--- src/rtl/multiplier_pkg.sv ---
// rtl/multiplier_pkg.sv - shared types and sizing helpers for the shift-and-add multiplier
package multiplier_pkg;

   typedef enum logic {
      IDLE = 1'b0,
      BUSY = 1'b1
   } state_t;

   // Bits needed to hold the values 0..n (clog2(n+1)); operand widths top out at 32.
   function automatic int count_width(input int n);
      int w;
      w = 1;
      for (int i = 0; i < 8; i++) begin
         if ((1 << i) < (n + 1)) begin
            w = i + 1;
         end
      end
      return w;
   endfunction

endpackage

--- src/rtl/multiplier.sv ---
// rtl/multiplier.sv - radix-2 sequential unsigned multiplier, one partial product per clock
module multiplier
   import multiplier_pkg::*;
#(
   parameter int DATA_WIDTH = 16
) (
   input  logic                      Clk,
   input  logic                      ResetN,
   input  logic [DATA_WIDTH-1:0]     InputA,
   input  logic [DATA_WIDTH-1:0]     InputB,
   input  logic                      Start,
   output logic [2*DATA_WIDTH-1:0]   Product,
   output logic                      Ready
);

   localparam int PW = 2 * DATA_WIDTH;
   localparam int CW = count_width(DATA_WIDTH);

   state_t                state, state_n;
   logic [PW-1:0]         acc, acc_n;
   logic [PW-1:0]         mcand, mcand_n;
   logic [DATA_WIDTH-1:0] mplier, mplier_n;
   logic [CW-1:0]         count, count_n;
   logic [PW-1:0]         product_n;
   logic [PW-1:0]         sum;

   // Accumulator plus this cycle's partial product; also the final result on the last step.
   assign sum = acc + (mplier[0] ? mcand : {PW{1'b0}});

   always_ff @(posedge Clk or negedge ResetN) begin
      if (!ResetN) begin
         state   <= IDLE;
         acc     <= '0;
         mcand   <= '0;
         mplier  <= '0;
         count   <= '0;
         Product <= '0;
      end else begin
         state   <= state_n;
         acc     <= acc_n;
         mcand   <= mcand_n;
         mplier  <= mplier_n;
         count   <= count_n;
         Product <= product_n;
      end
   end

   always_comb begin
      state_n   = state;
      acc_n     = acc;
      mcand_n   = mcand;
      mplier_n  = mplier;
      count_n   = count;
      product_n = Product;
      case (state)
         IDLE: begin
            if (Start) begin
               state_n  = BUSY;
               acc_n    = '0;
               mcand_n  = {{DATA_WIDTH{1'b0}}, InputA};
               mplier_n = InputB;
               count_n  = CW'(DATA_WIDTH);
            end
         end
         BUSY: begin
            acc_n    = sum;
            mcand_n  = mcand << 1;
            mplier_n = mplier >> 1;
            count_n  = count - CW'(1);
            // Always run the full width: no early exit when the multiplier runs out of ones.
            if (count == CW'(1)) begin
               state_n   = IDLE;
               product_n = sum;
            end
         end
         default: begin
            state_n = IDLE;
         end
      endcase
   end

   assign Ready = (state == IDLE);

endmodule

--- config.mk ---
export PLATFORM = sky130hd
export DESIGN_NAME = multiplier
export DESIGN_NICKNAME = d
export VERILOG_FILES = /design/src/rtl/multiplier_pkg.sv /design/src/rtl/multiplier.sv
export SDC_FILE = /design/constraint.sdc
export NUM_CORES = 1
export LEC_CHECK = 0
export BUFFER_PORTS_ARGS = -buffer_cell sky130_fd_sc_hd__buf_2
export CAP_MARGIN = 20
export CORE_MARGIN = 10
export CORE_UTILIZATION = 40
export CTS_BUF_LIST = sky130_fd_sc_hd__clkbuf_8
export DETAILED_ROUTE_END_ITERATION = 10
export GPL_TIMING_DRIVEN = 0
export SYNTH_ARGS = -nofsm -noshare
export SYNTH_HDL_FRONTEND = slang
export SYNTH_SLANG_ARGS = --single-unit
--- constraint.sdc ---
create_clock -name Clk -period 3.6 [get_ports Clk]
set_clock_uncertainty 0.05 [all_clocks]
set_input_delay 0.72 -clock Clk [delete_from_list [all_inputs] [get_ports Clk]]
set_output_delay 0.72 -clock Clk [all_outputs]
set_load 0.005 [all_outputs]
==> results of run 1 <==
## cells in the mapped netlist, types with 16 or more instances
| library cell | n |
|---|---|
| nor2_1 | 25 |
| a21oi_1 | 32 |
| a22o_1 | 29 |
| xnor2_1 | 19 |
| a21o_1 | 16 |
| o21ai_0 | 63 |
| ha_1 | 33 |
| nand2_1 | 93 |
| and2_1 | 34 |
| mux2_2 | 32 |
| mux2i_1 | 34 |
| clkbuf_1 | 32 |
| dfrtp_1 | 118 |
## stage by stage
| step | cells | setup TNS (ps) |
|---|---|---|
| finish | 987 | 0 |
| floorplan | 668 | 0 |
| detailed placement | 955 | -168 |
| global route | 987 | -6.13 |
| global placement | 954 | -198 |
| CTS | 987 | 0 |
## flip-flops by register name, indices dropped and copies added (netlist names)
register	count
Product	32
state	1
mplier	16
mcand	32
count	5
acc	32
## metal layers
layer  wire length [um]  track usage  share of wire
met1               7830        0.205           0.47
met3                756       0.0367          0.045
met2               7730        0.244           0.46
met4                326       0.0594          0.020
met5                  0            0              0
## worst paths after layout
kind | start | end | slack, ps
max reg2reg | mplier[0]$_DFFE_PN0P_ | Product[26]$_DFFE_PN0P_ | 140
min reg2reg | mplier[3]$_DFFE_PN0P_ | mplier[2]$_DFFE_PN0P_ | 440
min | ResetN | mplier[2]$_DFFE_PN0P_ | 160
max | mplier[0]$_DFFE_PN0P_ | Product[26]$_DFFE_PN0P_ | 140
min in group Clk | mplier[3]$_DFFE_PN0P_ | mplier[2]$_DFFE_PN0P_ | 440
max in group asynchronous | ResetN | acc[20]$_DFFE_PN0P_ | 2630
## cells by family (layout without fill, tap and decap cells)
family                     count (synthesis)  in the layout  synth area share
and+or+nand+nor                          192            192             0.138
DFF                                      118            118             0.445
buffers and inverters                     51            150            0.0317
AOI/OAI and AO/OA                        177            177             0.175
muxes                                     66             66             0.106
xor gates and xnor gates                  30             30            0.0396
adders and majority gates                 34             34            0.0652
## cell type report
cell class | count | area, sq um
fillers | 1574 | 8710
multi-input cells | 499 | 3530
flip-flops and latches | 118 | 2950
repair buffers | 67 | 364
well taps | 220 | 275
clock buffers | 17 | 234
plain buffers | 41 | 174
clock inverters | 15 | 133
inverters | 10 | 37.5
## power groups by stage
stage               sequential [W]  combinational (W)  clock [W]
CTS                        0.00225            0.00260    0.00117
global placement           0.00225            0.00251          0
floorplan                  0.00218            0.00186          0
finish                     0.00225            0.00258    0.00114
global route               0.00232            0.00295    0.00122
detailed placement         0.00226            0.00259          0
==> run metrics, run 1 <==
routed wire length=16,600 um; number of nets produced by synthesis=737; NetSw=0.00240 W; average cell area after synthesis=9.93 sq um; cell types with the largest area share after synthesis=dfrtp_1 44%, ha_1 6.2%, mux2_2 5.4%; total of flip-flops plus latches after synthesis=118; number of warnings printed during yosys synthesis=0; dominant register cell in the synthesized netlist=dfrtp_1; final number of hold-violating endpoints=0; sinks on the clock net=118; antenna diode count=0; post-detail-place hpwl=12,400 um; pin count of the biggest net entering global routing=65; number of antenna violations at the first check in global routing=0; Detailed Route Iter0 Violations=235; Static Leak=3.77 nW; Inserted Clock Buffers=17; setup repair after global routing missed its margin=yes; Cell Pwr Density=776 mW/mm^2; DR vias=5,302; number of standard-cell rows in the floorplan=47; # resized after CTS=3; area of all placed cells without fillers=0.00770 sq mm; ratio of routed vias to standard cells=5.37; clock share of power=0.191; Core Box Area=0.0164 sq mm; type of element capturing the critical path=flop; highest-count cells in the layout ignoring fill and taps=118 x dfrtp_1, 93 x nand2_1, 67 x buf_2, 62 x o21ai_0; cells along the critical path=clkbuf_2 -> and2_1 -> fa_1 -> a21o_1 -> a221oi_2 -> nor2_1 -> a41oi_2 -> nand3_1 -> a31oi_1 -> xnor2_1 -> mux2_2; worst hold slack after final layout=163 ps; worst setup timing slack at the placement stage=-115 ps; global-route usage over all layers=0.156; layout cell share with drive strength beyond 1=0.198; crit share post-route=0.960; part of the power in combinational logic=0.433; area added between synthesis and finish=16.0%; VDD IR max=0.357 mV; share of total power in sequential cells=0.376; post-layout net count=823; number of placed I/O pins=68; routability cong.=0.907; worst min-delay path class=in2async; number of global-route vias before repair=5,561; Final Slew Violations=0; Setup Buffers After CTS=0; Crit path largest cell delay=470 ps; overall die width=149 um; GR Overflow Total=0; family of cells with the greatest summed delay on the critical path=compound AO/OA/AOI/OAI gates; final setup vio count=0; root cell of the clock tree=clkbuf_8; Design Power=0.00597 W; clock latency at the later pin of the worst-skew pair=450 ps; most common library cell in the layout ignoring fill and taps=dfrtp_1; worst r2r path cells=11; async set-or-reset flop fraction in the synthesized netlist=1.00; Setup WS post-layout=144 ps; critical path arrival=3740 ps; clock-pin slew reported for the worst setup and hold paths after clock tree synthesis=80 ps; data required time at the worst endpoint=3880 ps; detailed-route wire length per cell=16.9 um; share of the core filled with cells in the final layout=0.469; number of instances in the synthesized netlist=668; critical path's slowest cell=dfrtp_1; antenna violation net count after detailed routing=0; max-cap violation count=0; unique cell type count in the Yosys netlist=57; Max Fclk=289 MHz; total buffers and inverters traversed by the critical path=1; Worst path depth=11; share of the synthesized area in the top cell type=0.445; critical path peak fanout=10; deepest clock path buffer count=2; kind of start point of the critical path=flop; cts hold-fix bufs=0; Worst Tran Pin Value=1000 ps; P_int=0.00357 W; Worst Path Class, Setup=reg2reg; max-slew headroom at the worst pin=0.332; full die area=0.0221 sq mm; Period minus WS final=3460 ps; initial core utilization=0.404; number of remaining DRC errors=0; net switching fraction of the power=0.401; IO buf count=66; Die Ht=149 um; sequential-to-total area share from yosys stat=0.445; largest area contributor in the synthesized netlist=dfrtp_1; synthesized area=0.00664 sq mm; TritonCTS clock tree=yes; length of the first detailed-routing pass in iterations=7; outcome=completed; global-route wire length before repair=28,100 um; htree depth=4; instance area after placement=0.00728 sq mm; Post-synth EDFFs=0
Power figures use the tool's default switching activity.
==> run 2: changes to the inputs <==
Settings changed: CTS_CLUSTER_DIAMETER set to 30, RECOVER_POWER set to 25.
==> run metrics, run 2 (synthesized netlist as in run 1, its figures left out) <==
Die Ht=149 um (unchanged); clock latency at the later pin of the worst-skew pair=450 ps (about the same); overall die width=149 um (unchanged); share of total power in sequential cells=0.376 (about the same); IO buf count=66 (unchanged); Worst Tran Pin Value=2610 ps (+1610 ps); kind of start point of the critical path=flop; number of global-route vias before repair=5,561 (unchanged); register-to-register path setup slack=140 ps (about the same); detailed-route wire length per cell=16.9 um (about the same); global-route usage over all layers=0.156 (unchanged); Static Leak=3.77 nW (about the same); initial core utilization=0.404 (unchanged); met3 WL=778 um (+2.9%); max-cap violation count=1 (+1); number of cells on the worst hold path=2; area added between synthesis and finish=16.0% (about the same); root cell of the clock tree=clkbuf_8; worst reg2reg path startpoint=mplier[0]$_DFFE_PN0P_; layout cell share with drive strength beyond 1=0.197 (-0.00130); clock share of power=0.191 (about the same); outcome=complete, but fails checks; routability cong.=0.907 (unchanged); max-slew headroom at the worst pin=-0.741 (-1.07); # resized after CTS=3 (unchanged); final number of hold-violating endpoints=0 (unchanged); violated checks=capacitance limit, slew limit; deepest clock path buffer count=2 (unchanged); part of the power in combinational logic=0.433 (about the same); ratio of routed vias to standard cells=5.38 (+0.23%); crit share post-route=0.960 (about the same); fillers=1,575 (+0.064%); Highest Signal Layer=met4; share of the core filled with cells in the final layout=0.469 (about the same); worst min-delay path class=reg2reg; highest-count cells in the layout ignoring fill and taps=118 x dfrtp_1, 93 x nand2_1, 67 x buf_2, 62 x o21ai_0; clock-pin slew reported for the worst setup and hold paths after clock tree synthesis=80 ps (about the same); amount of wire on met2 after detailed routing=7720 um (about the same); HP Start=mplier[3]$_DFFE_PN0P_; pin count of the biggest net entering global routing=65 (unchanged); antenna diode count=0 (unchanged); Inserted Clock Buffers=17 (unchanged); hold-critical path endpoint=mplier[2]$_DFFE_PN0P_; Setup Buffers After CTS=0 (unchanged); critical path arrival=3740 ps (about the same); post-layout net count=823 (unchanged); routed wire length=16,700 um (about the same); worst setup timing slack at the placement stage=-115 ps (unchanged); GR Overflow Total=0 (unchanged); setup repair after global routing missed its margin=yes; sinks on the clock net=118 (unchanged); number of placed I/O pins=68 (unchanged); most common library cell in the layout ignoring fill and taps=dfrtp_1; global-route wire length before repair=28,100 um (unchanged); Detailed Route Iter0 Violations=235 (unchanged); Final Slew Violations=55 (+55); htree depth=4 (unchanged); P_int=0.00357 W (about the same); type of element capturing the critical path=flop; endpoint of the worst register-to-register path=Product[26]$_DFFE_PN0P_; VDD IR max=0.357 mV (about the same); TritonCTS clock tree=yes; NetSw=0.00240 W (about the same); cts hold-fix bufs=0 (unchanged); Cell Pwr Density=776 mW/mm^2 (about the same); number of remaining DRC errors=0 (unchanged); number of antenna violations at the first check in global routing=0 (unchanged); critical path peak fanout=10 (unchanged); net switching fraction of the power=0.401 (about the same); length of the first detailed-routing pass in iterations=5 (-2); full die area=0.0221 sq mm (unchanged); met1 WL=7820 um (about the same); Regs by FF count=Product: 32 flops, acc: 32 flops, mcand: 32 flops; Core Box Area=0.0164 sq mm (unchanged); Worst Path Class, Setup=reg2reg; worst r2r path cells=11 (unchanged); antenna violation net count after detailed routing=0 (unchanged); final setup vio count=0 (unchanged); Period minus WS final=3460 ps (+1.02 ps); Max Fclk=289 MHz (about the same); DR vias=5,314 (+0.23%); post-detail-place hpwl=12,400 um (unchanged); Setup WS post-layout=143 ps (-1.01 ps); data required time at the worst endpoint=3880 ps (about the same); number of standard-cell rows in the floorplan=47 (unchanged)
[run 2: cell count changes in the layout (fill, tap and decap cells not counted), sizes merged]
cell         before  now
buf              74   73
dlygate4sd2       0    1
[run 2: per-stage QoR]
stage,area (sq um),setup TNS (ps),power (W),hold WS (ps),std cells
detailed placement,7280,-168,0.00485,421,955
global placement,7240,-198,0.00476,418,954
global route,7690,-6.13,0.00649,464,987
CTS,7660,0,0.00602,165,987
floorplan,6640,0,0.00405,374,668
finish,7690,0,0.00597,435,987
[run 2: critical path: stages, from the launching register on]
cell      delay [ps]
dfrtp_1          470
clkbuf_2         210
and2_1           190
fa_1             430
a21o_1           200
a221oi_2         430
nor2_1           190
a41oi_2          350
nand3_1          150
a31oi_1          290
xnor2_1          130
mux2_2           270
[run 2: power groups by stage]
stage | sequential (W) | combinational (W) | clock, W
after floorplan | 0.00218 | 0.00186 | 0
after global placement | 0.00225 | 0.00251 | 0
after detailed placement | 0.00226 | 0.00259 | 0
after CTS | 0.00225 | 0.00260 | 0.00117
after global routing | 0.00232 | 0.00295 | 0.00122
final | 0.00225 | 0.00259 | 0.00114
[run 2: layer usage]
metal / up-vias / global-route usage
li1: 2555 / -
met2: 143 / 0.244
met1: 2592 / 0.205
met4: 0 / 0.0594
met5: - / 0
met3: 24 / 0.0367
[run 2: area by class of cell]
class	instances	area, sq um	share of cell area
clock buffers	17	234	0.0304
plain buffers	41	174	0.0226
flip-flops and latches	118	2950	0.384
well taps	220	275	0.0358
repair buffers	67	362	0.0470
inverters	10	37.5	0.00488
multi-input cells	499	3530	0.458
clock inverters	15	133	0.0172
[run 2: worst max-delay path by stage]
| stage | from | end | slack (ps) | cells after the start |
|---|---|---|---|---|
| 3_3_place_gp | mplier[0]$_DFFE_PN0P_ | Product[31]$_DFFE_PN0P_ | -130 | 11 |
| 2_1_floorplan | mplier[0]$_DFFE_PN0P_ | Product[28]$_DFFE_PN0P_ | 610 | 11 |
| 4_1_cts | mplier[0]$_DFFE_PN0P_ | Product[31]$_DFFE_PN0P_ | 80 | 10 |
| 5_1_grt | mplier[0]$_DFFE_PN0P_ | Product[26]$_DFFE_PN0P_ | -6 | 11 |
| 6_report | mplier[0]$_DFFE_PN0P_ | Product[26]$_DFFE_PN0P_ | 140 | 11 |
| 3_5_place_dp | mplier[0]$_DFFE_PN0P_ | Product[31]$_DFFE_PN0P_ | -110 | 10 |
==> run 3: changes to the inputs <==
Settings changed: CORE_ASPECT_RATIO set to 0.8.
==> run metrics, run 3 (synthesized netlist as in run 1, its figures left out) <==
kind of start point of the critical path=flop; data required time at the worst endpoint=3880 ps (about the same); global-route wire length before repair=28,100 um (-0.20%); critical path arrival=3690 ps (-50 ps); antenna diode count=0 (unchanged); Die Ht=135 um (-9.1%); number of remaining DRC errors=0 (unchanged); pin count of the biggest net entering global routing=87 (+34%); final number of hold-violating endpoints=0 (unchanged); ratio of routed vias to standard cells=5.40 (+0.38%); Detailed Route Iter0 Violations=280 (+19%); share of the core filled with cells in the final layout=0.471 (+0.00231); post-layout net count=823 (unchanged); routed wire length=16,800 um (+0.71%); number of placed I/O pins=68 (unchanged); cts hold-fix bufs=0 (unchanged); sinks on the clock net=118 (unchanged); initial core utilization=0.405 (about the same); global-route usage over all layers=0.158 (+0.00167); Cell Pwr Density=789 mW/mm^2 (+1.7%); Final Slew Violations=34 (-38%); worst min-delay path class=reg2reg; final setup vio count=0 (unchanged); Core Box Area=0.0164 sq mm (about the same); Inserted Clock Buffers=17 (unchanged); share of total power in sequential cells=0.368 (-0.008); max-cap violation count=1 (unchanged); deepest clock path buffer count=2 (unchanged); P_int=0.00375 W (+4.8%); DR vias=5,329 (+0.28%); full die area=0.0222 sq mm (+0.14%); NetSw=0.00235 W (-1.8%); routability cong.=0.872 (-3.8%); overall die width=164 um (+10%); IO buf count=66 (unchanged); part of the power in combinational logic=0.427 (-0.006); length of the first detailed-routing pass in iterations=5 (unchanged); highest-count cells in the layout ignoring fill and taps=118 x dfrtp_1, 93 x nand2_1, 68 x buf_2, 63 x o21ai_0; number of global-route vias before repair=5,431 (-2.3%); Worst Path Class, Setup=reg2reg; Worst Tran Pin Value=1770 ps (-844 ps); detailed-route wire length per cell=17.0 um (+0.81%); violated checks=capacitance limit, slew limit; layout cell share with drive strength beyond 1=0.200 (+0.00287); worst hold slack after final layout=439 ps (+4.11 ps); clock share of power=0.206 (+0.015); area added between synthesis and finish=16.4%; crit share post-route=0.949 (-0.0110); number of antenna violations at the first check in global routing=0 (unchanged); most common library cell in the layout ignoring fill and taps=dfrtp_1; antenna violation net count after detailed routing=0 (unchanged); Regs by FF count=Product: 32 flops, acc: 32 flops, mcand: 32 flops; Max Fclk=293 MHz (+1.2%); critical path peak fanout=10 (unchanged); type of element capturing the critical path=flop; worst setup timing slack at the placement stage=-192 ps (-77.2 ps); post-detail-place hpwl=12,400 um (-0.33%); VDD IR max=0.361 mV (+1.1%); Setup WS post-layout=182 ps (+39.6 ps); GR Overflow Total=0 (unchanged); Static Leak=3.79 nW (+0.40%); outcome=complete, but fails checks; number of standard-cell rows in the floorplan=42 (-11%); root cell of the clock tree=clkbuf_8; htree depth=4 (unchanged); clock latency at the later pin of the worst-skew pair=440 ps (about the same); max-slew headroom at the worst pin=-0.179 (+0.563); clock-pin slew reported for the worst setup and hold paths after clock tree synthesis=70 ps (about the same); Period minus WS final=3420 ps (-39.6 ps); TritonCTS clock tree=yes; net switching fraction of the power=0.386 (-0.0153)
[run 3: worst max-delay path: stages (launching register included)]
cell and delay [ps]:
dfrtp_1 460, buf_2 210, and2_1 180, fa_1 430, a21o_1 220, a221oi_4 390
o22ai_2 200, a211o_1 360, nor2b_4 160, a31oi_2 230, xnor2_1 120, mux2_2 270
[run 3: path summary, 6_finish.rpt]
| path | from | to | slack (ps) | cells past startpoint |
|---|---|---|---|---|
| max in group asynchronous | ResetN | acc[3]$_DFFE_PN0P_ | 670 | 2 |
| max reg2reg | mplier[0]$_DFFE_PN0P_ | Product[28]$_DFFE_PN0P_ | 180 | 11 |
| max | mplier[0]$_DFFE_PN0P_ | Product[28]$_DFFE_PN0P_ | 180 | 11 |
| min | mplier[6]$_DFFE_PN0P_ | mplier[5]$_DFFE_PN0P_ | 440 | 2 |
| min in group asynchronous | ResetN | Product[24]$_DFFE_PN0P_ | 700 | 1 |
| min reg2reg | mplier[6]$_DFFE_PN0P_ | mplier[5]$_DFFE_PN0P_ | 440 | 2 |
[run 3: what timing repair did]
| action | in CTS | in global routing |
|---|---|---|
| setup buffers | 0 | 1 |
| setup endpoints to repair | 6 | 22 |
| gates resized for setup | 2 | 11 |
| pin swaps | 0 | 2 |
| gates cloned | 0 | 0 |
[run 3: metal layers]
layer | share of wire | vias to the layer above | global-route usage
li1 | - | 2551 | -
met1 | 0.49 | 2614 | 0.219
met2 | 0.44 | 143 | 0.234
met3 | 0.055 | 21 | 0.0431
met4 | 0.014 | 0 | 0.0491
met5 | 0 | - | 0
[run 3: layout make-up]
type / count / area (sq um)
Fill cell: 1582 / 8670
Clock buffer: 23 / 317
Tap cell: 220 / 275
Sequential cell: 118 / 2950
Buffer: 40 / 171
Timing Repair Buffer: 68 / 344
Inverter: 10 / 37.5
Clock inverter: 8 / 95.1
Multi-Input combinational cell: 499 / 3530
[run 3: power groups by stage]
| stage | Combinational (W) | Sequential [W] | Clock [W] |
|---|---|---|---|
| after floorplan | 0.00186 | 0.00218 | 0 |
| after global placement | 0.00251 | 0.00225 | 0 |
| after detailed placement | 0.00259 | 0.00226 | 0 |
| after CTS | 0.00260 | 0.00225 | 0.00129 |
| after global routing | 0.00295 | 0.00232 | 0.00135 |
| final | 0.00260 | 0.00224 | 0.00126 |
[run 3: stage by stage]
step	std cells	TNS (ps)	instance area (sq um)	power, W
after floorplan	668	0	6640	0.00405
final	986	0	7730	0.00610
after detailed placement	955	-374	7280	0.00485
after global routing	986	-9.25	7730	0.00662
after CTS	986	0	7700	0.00613
after global placement	954	-500	7240	0.00476
